[src/rtl/hdu_ctrl_pkg.sv]
// Shared types and helpers for the hazard detection / pipeline control unit.
//   hdu_state_e : FSM encoding (RUN waits for hazards, MD_WAIT holds the
//                 pipe while a multi-cycle mul/div is in flight)
//   src_hit     : one ID source operand matches the EXE destination
package hdu_ctrl_pkg;

  typedef enum logic {
    HDU_RUN     = 1'b0,
    HDU_MD_WAIT = 1'b1
  } hdu_state_e;

  function automatic logic src_hit(input logic re, input logic [31:0] raddr,
                                   input logic [31:0] waddr);
    return re && (raddr == waddr);
  endfunction

endpackage

[src/rtl/hdu_sat_counter.sv]
// Saturating up-counter used for the performance counters.
//   clk_i  : clock
//   rst_ni : async active-low reset, clears the count
//   inc_i  : count this cycle
//   cnt_o  : current count, sticks at all-ones
module hdu_sat_counter #(
  parameter int WIDTH = 32
) (
  input  logic             clk_i,
  input  logic             rst_ni,
  input  logic             inc_i,
  output logic [WIDTH-1:0] cnt_o
);

  always_ff @(posedge clk_i or negedge rst_ni) begin
    if (!rst_ni)                       cnt_o <= '0;
    else if (inc_i && (cnt_o != '1))   cnt_o <= cnt_o + 1'b1;
  end

endmodule

[src/rtl/hdu_ctrl.sv]
// Hazard detection and pipeline control for the five-stage RV32 core.
// Inputs : ID source regs, ID/EXE destination + load flag, EXE jump result,
//          mul/div start/done handshake.
// Outputs: PC / IF/ID / ID/EXE stall and flush, PC redirect + target,
//          stall-cycle and redirect-event counters.
// All control outputs are combinational from inputs and the state register.
module hdu_ctrl
  import hdu_ctrl_pkg::*;
#(
  parameter int RADDR_WIDTH = 5,
  parameter int ADDR_WIDTH  = 32,
  parameter int CNT_WIDTH   = 32
) (
  input  logic                   clk_i,
  input  logic                   rst_ni,
  input  logic [RADDR_WIDTH-1:0] id_rs1_raddr_i,
  input  logic                   id_rs1_re_i,
  input  logic [RADDR_WIDTH-1:0] id_rs2_raddr_i,
  input  logic                   id_rs2_re_i,
  input  logic                   ex_reg_we_i,
  input  logic [RADDR_WIDTH-1:0] ex_reg_waddr_i,
  input  logic                   ex_is_load_i,
  input  logic                   ex_jump_i,
  input  logic [ADDR_WIDTH-1:0]  ex_jump_addr_i,
  input  logic                   md_start_i,
  input  logic                   md_done_i,
  output logic                   stall_pc_o,
  output logic                   stall_if_id_o,
  output logic                   stall_id_exe_o,
  output logic                   flush_if_id_o,
  output logic                   flush_id_exe_o,
  output logic                   redirect_o,
  output logic [ADDR_WIDTH-1:0]  redirect_addr_o,
  output logic [CNT_WIDTH-1:0]   stall_cnt_o,
  output logic [CNT_WIDTH-1:0]   flush_cnt_o
);

  hdu_state_e state_q, state_d;
  logic       lu, md_busy;

  always_ff @(posedge clk_i or negedge rst_ni) begin
    if (!rst_ni) state_q <= HDU_RUN;
    else         state_q <= state_d;
  end

  // Load whose result is not ready yet feeds the instruction in ID.
  always_comb begin
    lu = ex_is_load_i && ex_reg_we_i && (ex_reg_waddr_i != '0) &&
         (src_hit(id_rs1_re_i, 32'(id_rs1_raddr_i), 32'(ex_reg_waddr_i)) ||
          src_hit(id_rs2_re_i, 32'(id_rs2_raddr_i), 32'(ex_reg_waddr_i)));
  end

  // A start with done in the same cycle is a single-cycle op: no stall.
  assign md_busy = (((state_q == HDU_RUN) && md_start_i) || (state_q == HDU_MD_WAIT))
                   && !md_done_i;

  always_comb begin
    state_d         = state_q;
    stall_pc_o      = 1'b0;
    stall_if_id_o   = 1'b0;
    stall_id_exe_o  = 1'b0;
    flush_if_id_o   = 1'b0;
    flush_id_exe_o  = 1'b0;
    redirect_o      = 1'b0;
    redirect_addr_o = '0;

    case (state_q)
      HDU_RUN:     if (md_start_i && !md_done_i) state_d = HDU_MD_WAIT;
      HDU_MD_WAIT: if (md_done_i)                state_d = HDU_RUN;
      default:                                   state_d = HDU_RUN;
    endcase

    // Outputs are held quiet throughout reset, even if inputs look active.
    if (rst_ni) begin
      if (md_busy) begin
        stall_pc_o     = 1'b1;
        stall_if_id_o  = 1'b1;
        stall_id_exe_o = 1'b1;
      end else if (ex_jump_i && (state_q == HDU_RUN)) begin
        // ID holds a wrong-path instruction, so the jump wins over lu.
        redirect_o      = 1'b1;
        redirect_addr_o = ex_jump_addr_i;
        flush_if_id_o   = 1'b1;
        flush_id_exe_o  = 1'b1;
      end else if (lu) begin
        // One bubble; the hazard clears once the load reaches MEM.
        stall_pc_o     = 1'b1;
        stall_if_id_o  = 1'b1;
        flush_id_exe_o = 1'b1;
      end
    end
  end

  hdu_sat_counter #(.WIDTH(CNT_WIDTH)) u_stall_cnt (
    .clk_i (clk_i), .rst_ni(rst_ni), .inc_i(stall_pc_o), .cnt_o(stall_cnt_o)
  );

  hdu_sat_counter #(.WIDTH(CNT_WIDTH)) u_flush_cnt (
    .clk_i (clk_i), .rst_ni(rst_ni), .inc_i(redirect_o), .cnt_o(flush_cnt_o)
  );

endmodule

[config.mk]
export PLATFORM = sky130hd
export DESIGN_NAME = hdu_ctrl
export DESIGN_NICKNAME = d
export VERILOG_FILES = /design/src/rtl/hdu_ctrl_pkg.sv /design/src/rtl/hdu_sat_counter.sv /design/src/rtl/hdu_ctrl.sv
export SDC_FILE = /design/constraint.sdc
export NUM_CORES = 1
export LEC_CHECK = 0
export CAP_MARGIN = 20
export CORE_AREA = 2 2 100 102
export DETAILED_ROUTE_END_ITERATION = 8
export DIE_AREA = 0 0 102 104
export GPL_ROUTABILITY_DRIVEN = 0
export GPL_TIMING_DRIVEN = 0
export PLACE_DENSITY = 0.78
export SYNTH_ARGS = -nofsm -noshare
export SYNTH_HDL_FRONTEND = slang
export SYNTH_SLANG_ARGS = --single-unit
[constraint.sdc]
create_clock -name clk_i -period 2.4 [get_ports clk_i]
set_clock_uncertainty 0.05 [all_clocks]
set_input_delay 0.6 -clock clk_i [delete_from_list [all_inputs] [get_ports clk_i]]
set_output_delay 0.6 -clock clk_i [all_outputs]
set_load 0.005 [all_outputs]
-- Word-level counts from Yosys, hierarchy flattened
Index checks and enable logic that the tools add are counted.
Widths: inputs -> output; s select.
- output and inout bits: 102
- bits in registers: 65
- muxes and demuxes: 18
- $add $sub $neg: 2
- reduce and logical (&&, ||, !) cells: 15
- bitwise operators: 1
- equality and inequality tests: 4
- operators by type and width (cell ; number):
    $mux 32 ; 3
    $add 32x1->32 const B ; 2
    $ne 32x32->1 const B ; 2
    $mux 1 ; 14
    $logic_and 1x1->1 ; 11
    $eq 5x5->1 ; 2
    $reduce_bool 5->1 ; 1
    $logic_or 1x1->1 ; 2
    $pmux 1 s2 ; 1
    $logic_not 1->1 ; 1
    $not 1->1 ; 1

-- Depth between registers and ports, before layout
- depth after elaboration: 9
- gate-level depth with buffers: 7
- mapped depth without buffers: 7

-- By module
From an unflattened synthesis, not the netlist that was laid out.
- cells, all modules: 367
- area, all modules: 3696.0 sq um
- modules (own cells, without submodules) (module ; sequential area each (sq um) ; times used ; area an instance (sq um) ; cells an instance):
    hdu_sat_counter ; 800.8 ; 2 ; 1624.1 ; 151
    hdu_ctrl ; 25.0 ; 1 ; 447.9 ; 65

-- Worst setup path before layout
Ideal clock, no wire load.
- path kind: input -> output
- start point: in ex_reg_waddr_i[0]
- end point: out stall_pc_o
- buffers on the path: 2
- stages: 7
- required time: 1.750 ns
- path slack: -0.039 ns
- arrival time: 1.789 ns
- path through: nor3_1 -> nand2_1 -> and3_1 -> a21oi_1 -> clkbuf_1 -> inv_1 -> buf_4
- cells in the longest elaborated chain, start to end: 8
- elaborated cells on any way between the ends: 12
- those cells by class: eq/ne: 2; mux: 4; reduce/logical: 6
- RTL lines (what ; line ; source):
    start: declaration ; hdu_ctrl.sv:21 ; input logic [RADDR_WIDTH-1:0] ex_reg_waddr_i,
    $eq 5x5->1 ; hdu_ctrl_pkg.sv:14 ; return re && (raddr == waddr);
    $logic_and 1x1->1 ; hdu_ctrl_pkg.sv:14 ;
    $logic_or 1x1->1 ; hdu_ctrl.sv:49 ; (src_hit(id_rs1_re_i, 32'(id_rs1_raddr_i), 32'(ex_reg_waddr_i)) ||
    $logic_and 1x1->1 * ; hdu_ctrl.sv:48 ; lu = ex_is_load_i && ex_reg_we_i && (ex_reg_waddr_i != '0) &&
    $mux 1 * (4 in series) ; -- ;
    end: declaration ; hdu_ctrl.sv:27 ; output logic stall_pc_o,
Mark *: on every way between the ends. The rest lies on a longest branch, timed or not.

-- Final worst setup path
- start point: in md_done_i
- end point: out redirect_addr_o[6]
- cells in the longest elaborated chain, start to end: 4
- RTL lines (what ; line ; source):
    start: declaration ; hdu_ctrl.sv:26 ; input logic md_done_i,
    $logic_not 1->1 ; hdu_ctrl.sv:55 ; && !md_done_i;
    $logic_and 1x1->1 ; hdu_ctrl.sv:55 ;
    $mux 32 ; hdu_ctrl.sv:75 ; if (md_busy) begin
    $mux 32 ; hdu_ctrl.sv:74 ; if (rst_ni) begin
    end: declaration ; hdu_ctrl.sv:33 ; output logic [ADDR_WIDTH-1:0] redirect_addr_o,
No other way between the ends.

==> run_results.csv <==
group,metric,value,unit
status,status,"complete, no violations",
power_and_ir_drop,power.share.switching,27.2,%
yosys,synth-main-ff-cell,"dfrtp_1",
sta,hold_ws,46.7,ps
sta,period_share,98.3,%
place,port_buffers,157,
setup_path,required,1750,ps
floorplan,dieArea,10600,sq um
finish,drive_gt1_share,18.8,%
yosys,synth_area_leaders,"dfrtp_1, xor2_1, xnor2_1, and2_1, nand2_1",
power_and_ir_drop,p_sw,0.000805,W
finish,mostFrequentLayoutCells,"clkdlybuf4s50_1, dfrtp_1, xor2_1",
setup_path,reg2reg_to,"u_flush_cnt.cnt_o[1]$_DFFE_PN0P_",
power_and_ir_drop,p_int,0.00216,W
job,maxCapViolCount,0,
sta,max_freq,424,MHz
sta,hold_violations,0,
yosys,yosysSeqAreaShare,46.0,%
finish,syn2layout_area_growth,58.9,%
yosys,synth_edf_count,0,
setup_path,crit_type,"in2out",
sta,slew_headroom,64.2,%
clocking,clock_sinks,65,
setup_path,worstReg2RegStart,"u_flush_cnt.cnt_o[16]$_DFFE_PN0P_",
routing,firstDrtPassIters,4,
yosys,synthArstFlopShare,100,%
finish,layout_commonest_cell,"clkdlybuf4s50_1",
setup_path,crit_arrival,1710,ps
grt,track_usage,19.5,%
yosys,syn_nets,411,
finish,diodes,0,
power_and_ir_drop,p_seq_share,44.7,%
yosys,netlist_area,3540,sq um
floorplan,initial_core_util,37.0,%
power_and_ir_drop,pwr-share-comb,21.3,%
clocking,path_clk_slew,70,ps
clocking,htree_levels,3,
finish,final_nets,590,
sta,slew_violations,0,
power_and_ir_drop,clockPowerShare,33.9,%
clocking,clk_path_buf_depth,2,
routing,finalWirelength,10400,microns
routing,drt-initial-drc-count,118,
finish,fin_area,5620,sq um
sta,period_minus_slack,2360,ps
setup_path,cp-start-kind,"primary input",
finish,final_core_util,58.9,%
yosys,synth-seq-cells,65,
routing,drc_errors,0,
power_and_ir_drop,vdd.ir_drop.worst,0.354,mV
floorplan,rows,36,
yosys,avgSynthCellArea,10.0,sq um
setup_path,crit_fanout,7,
floorplan,die-height,104,microns
floorplan,die_width,102,microns
setup_path,end_kind,"output pin",
clocking,insertion_delay,330,ps
routing,num_vias,3267,
routing,avgViaCountPerCell,4.88,
yosys,yosys_warnings,0,
grt,overflow,0,
grt,grt_max_degree,70,
floorplan,core,9550,sq um
power_and_ir_drop,power.density,527,nW/um^2
floorplan,ioPinCount,158,
place,placed_area,5270,sq um
clocking,cts_inserted_buffers,9,
power_and_ir_drop,leakage,2.63,nW
grt,antenna_found_initial,0,
setup_path,r2r_slack,110,ps
routing,wl_per_cell,15.5,microns
grt,first_global_vias,3247,
yosys,synth_cells,353,
place,dpl.cell_count,643,
yosys,synth_top_area_share,46.0,%
yosys,ys_types,38,
routing,ant_nets,0,
hold_path,min_path_type,"in2async",
sta,setup_viol,0,
power_and_ir_drop,p_total,0.00296,W
clocking,cts_root_buf,"clkbuf_8",
place,dpl.hpwl,7630,microns
setup_path,r2r_cells,6,
yosys,yosys.area.top_type,"dfrtp_1",
finish,instances_no_fill,670,
clocking,cts_tree,"yes",
grt,grt_first_pass_wirelength,16500,microns
sta,worst-slew-pin-transition,535,ps
clocking,cts_hold_buf,0,
synthesized netlist by cell type, drive strengths merged (3+ instances only):
| master | n |
|---|---|
| buf | 5 |
| and3 | 11 |
| nor4 | 17 |
| nor3b | 3 |
| nand2 | 35 |
| dfrtp | 65 |
| nor4b | 6 |
| inv | 5 |
| and4 | 7 |
| and2 | 36 |
| nor2 | 12 |
| nand4 | 13 |
| mux2 | 3 |
| xor2 | 37 |
| nand3 | 26 |
| nor3 | 15 |
| xnor2 | 34 |
| clkbuf | 8 |
| or3 | 3 |
state kept, by name, summed over array words and instances, names as in the netlist:
| signal | cells |
|---|---|
| u_stall_cnt.cnt_o | 32 |
| state_q | 1 |
| u_flush_cnt.cnt_o | 32 |
cells by family after synthesis:
family | synth area share (%)
AOI/OAI and AO/OA | 0.531
xor gates and xnor gates | 17.6
adders and majority gates | 0.707
buffers and inverters | 2.62
DFF | 46.0
muxes | 0.955
and+or+nand+nor | 31.6
layout make-up:
cell class | instances | area, sq um
fill | 883 | 3930
timing repair buffer | 169 | 1530
clock buffer | 10 | 128
inverter | 5 | 26.3
multi-input combinational | 270 | 1950
tap | 133 | 166
clock inverter | 6 | 82.6
sequential | 65 | 1630
buffer | 12 | 116
per-layer routing:
| metal | part of all wire, % | GRT usage, % |
|---|---|---|
| met5 | 0 | 0 |
| met2 | 51 | 31.2 |
| met3 | 4.0 | 3.23 |
| met4 | 1.8 | 7.14 |
| met1 | 43 | 26.3 |
critical path, cell delays in order:
cell	delay, ps
dlygate4sd2_1	250
nand2b_4	150
nand3_4	100
inv_6	50
clkbuf_8	140
and2_1	150
dlygate4sd2_1	260
through the flow:
step	worst slack (ps)	TNS (ps)
2_1_floorplan	63.6	0
3_3_place_gp	-3690	-405690
3_5_place_dp	-1360	-73250
4_1_cts	3.73	0
5_1_grt	-31.6	-35.8
6_report	41.0	0
worst max-delay path by stage:
stage / slack (ps) / to / startpoint
2_1_floorplan: 60 / stall_pc_o / ex_reg_waddr_i[0]
3_5_place_dp: -1360 / redirect_addr_o[30] / rst_ni
6_report: 40 / redirect_addr_o[6] / md_done_i
4_1_cts: 4 / redirect_addr_o[30] / rst_ni
3_3_place_gp: -3690 / redirect_addr_o[24] / rst_ni
5_1_grt: -30 / u_flush_cnt.cnt_o[1]$_DFFE_PN0P_ / u_flush_cnt.cnt_o[16]$_DFFE_PN0P_
power groups by stage:
stage | clock (W) | combinational [W] | sequential, W
2_1_floorplan | 0 | 0.000195 | 0.00133
3_3_place_gp | 0 | 0.000592 | 0.00133
3_5_place_dp | 0 | 0.000609 | 0.00134
4_1_cts | 0.00104 | 0.000618 | 0.00132
5_1_grt | 0.00109 | 0.000682 | 0.00135
6_report | 0.00100 | 0.000632 | 0.00132
what timing repair did:
| action | CTS | global route |
|---|---|---|
| gates resized for setup | 182 | 17 |
| setup buffers | 10 | 2 |
| pin swaps | 22 | 13 |
| gates cloned | 0 | 1 |
| setup endpoints to repair | 76 | 80 |
Power figures use the tool's default switching activity.
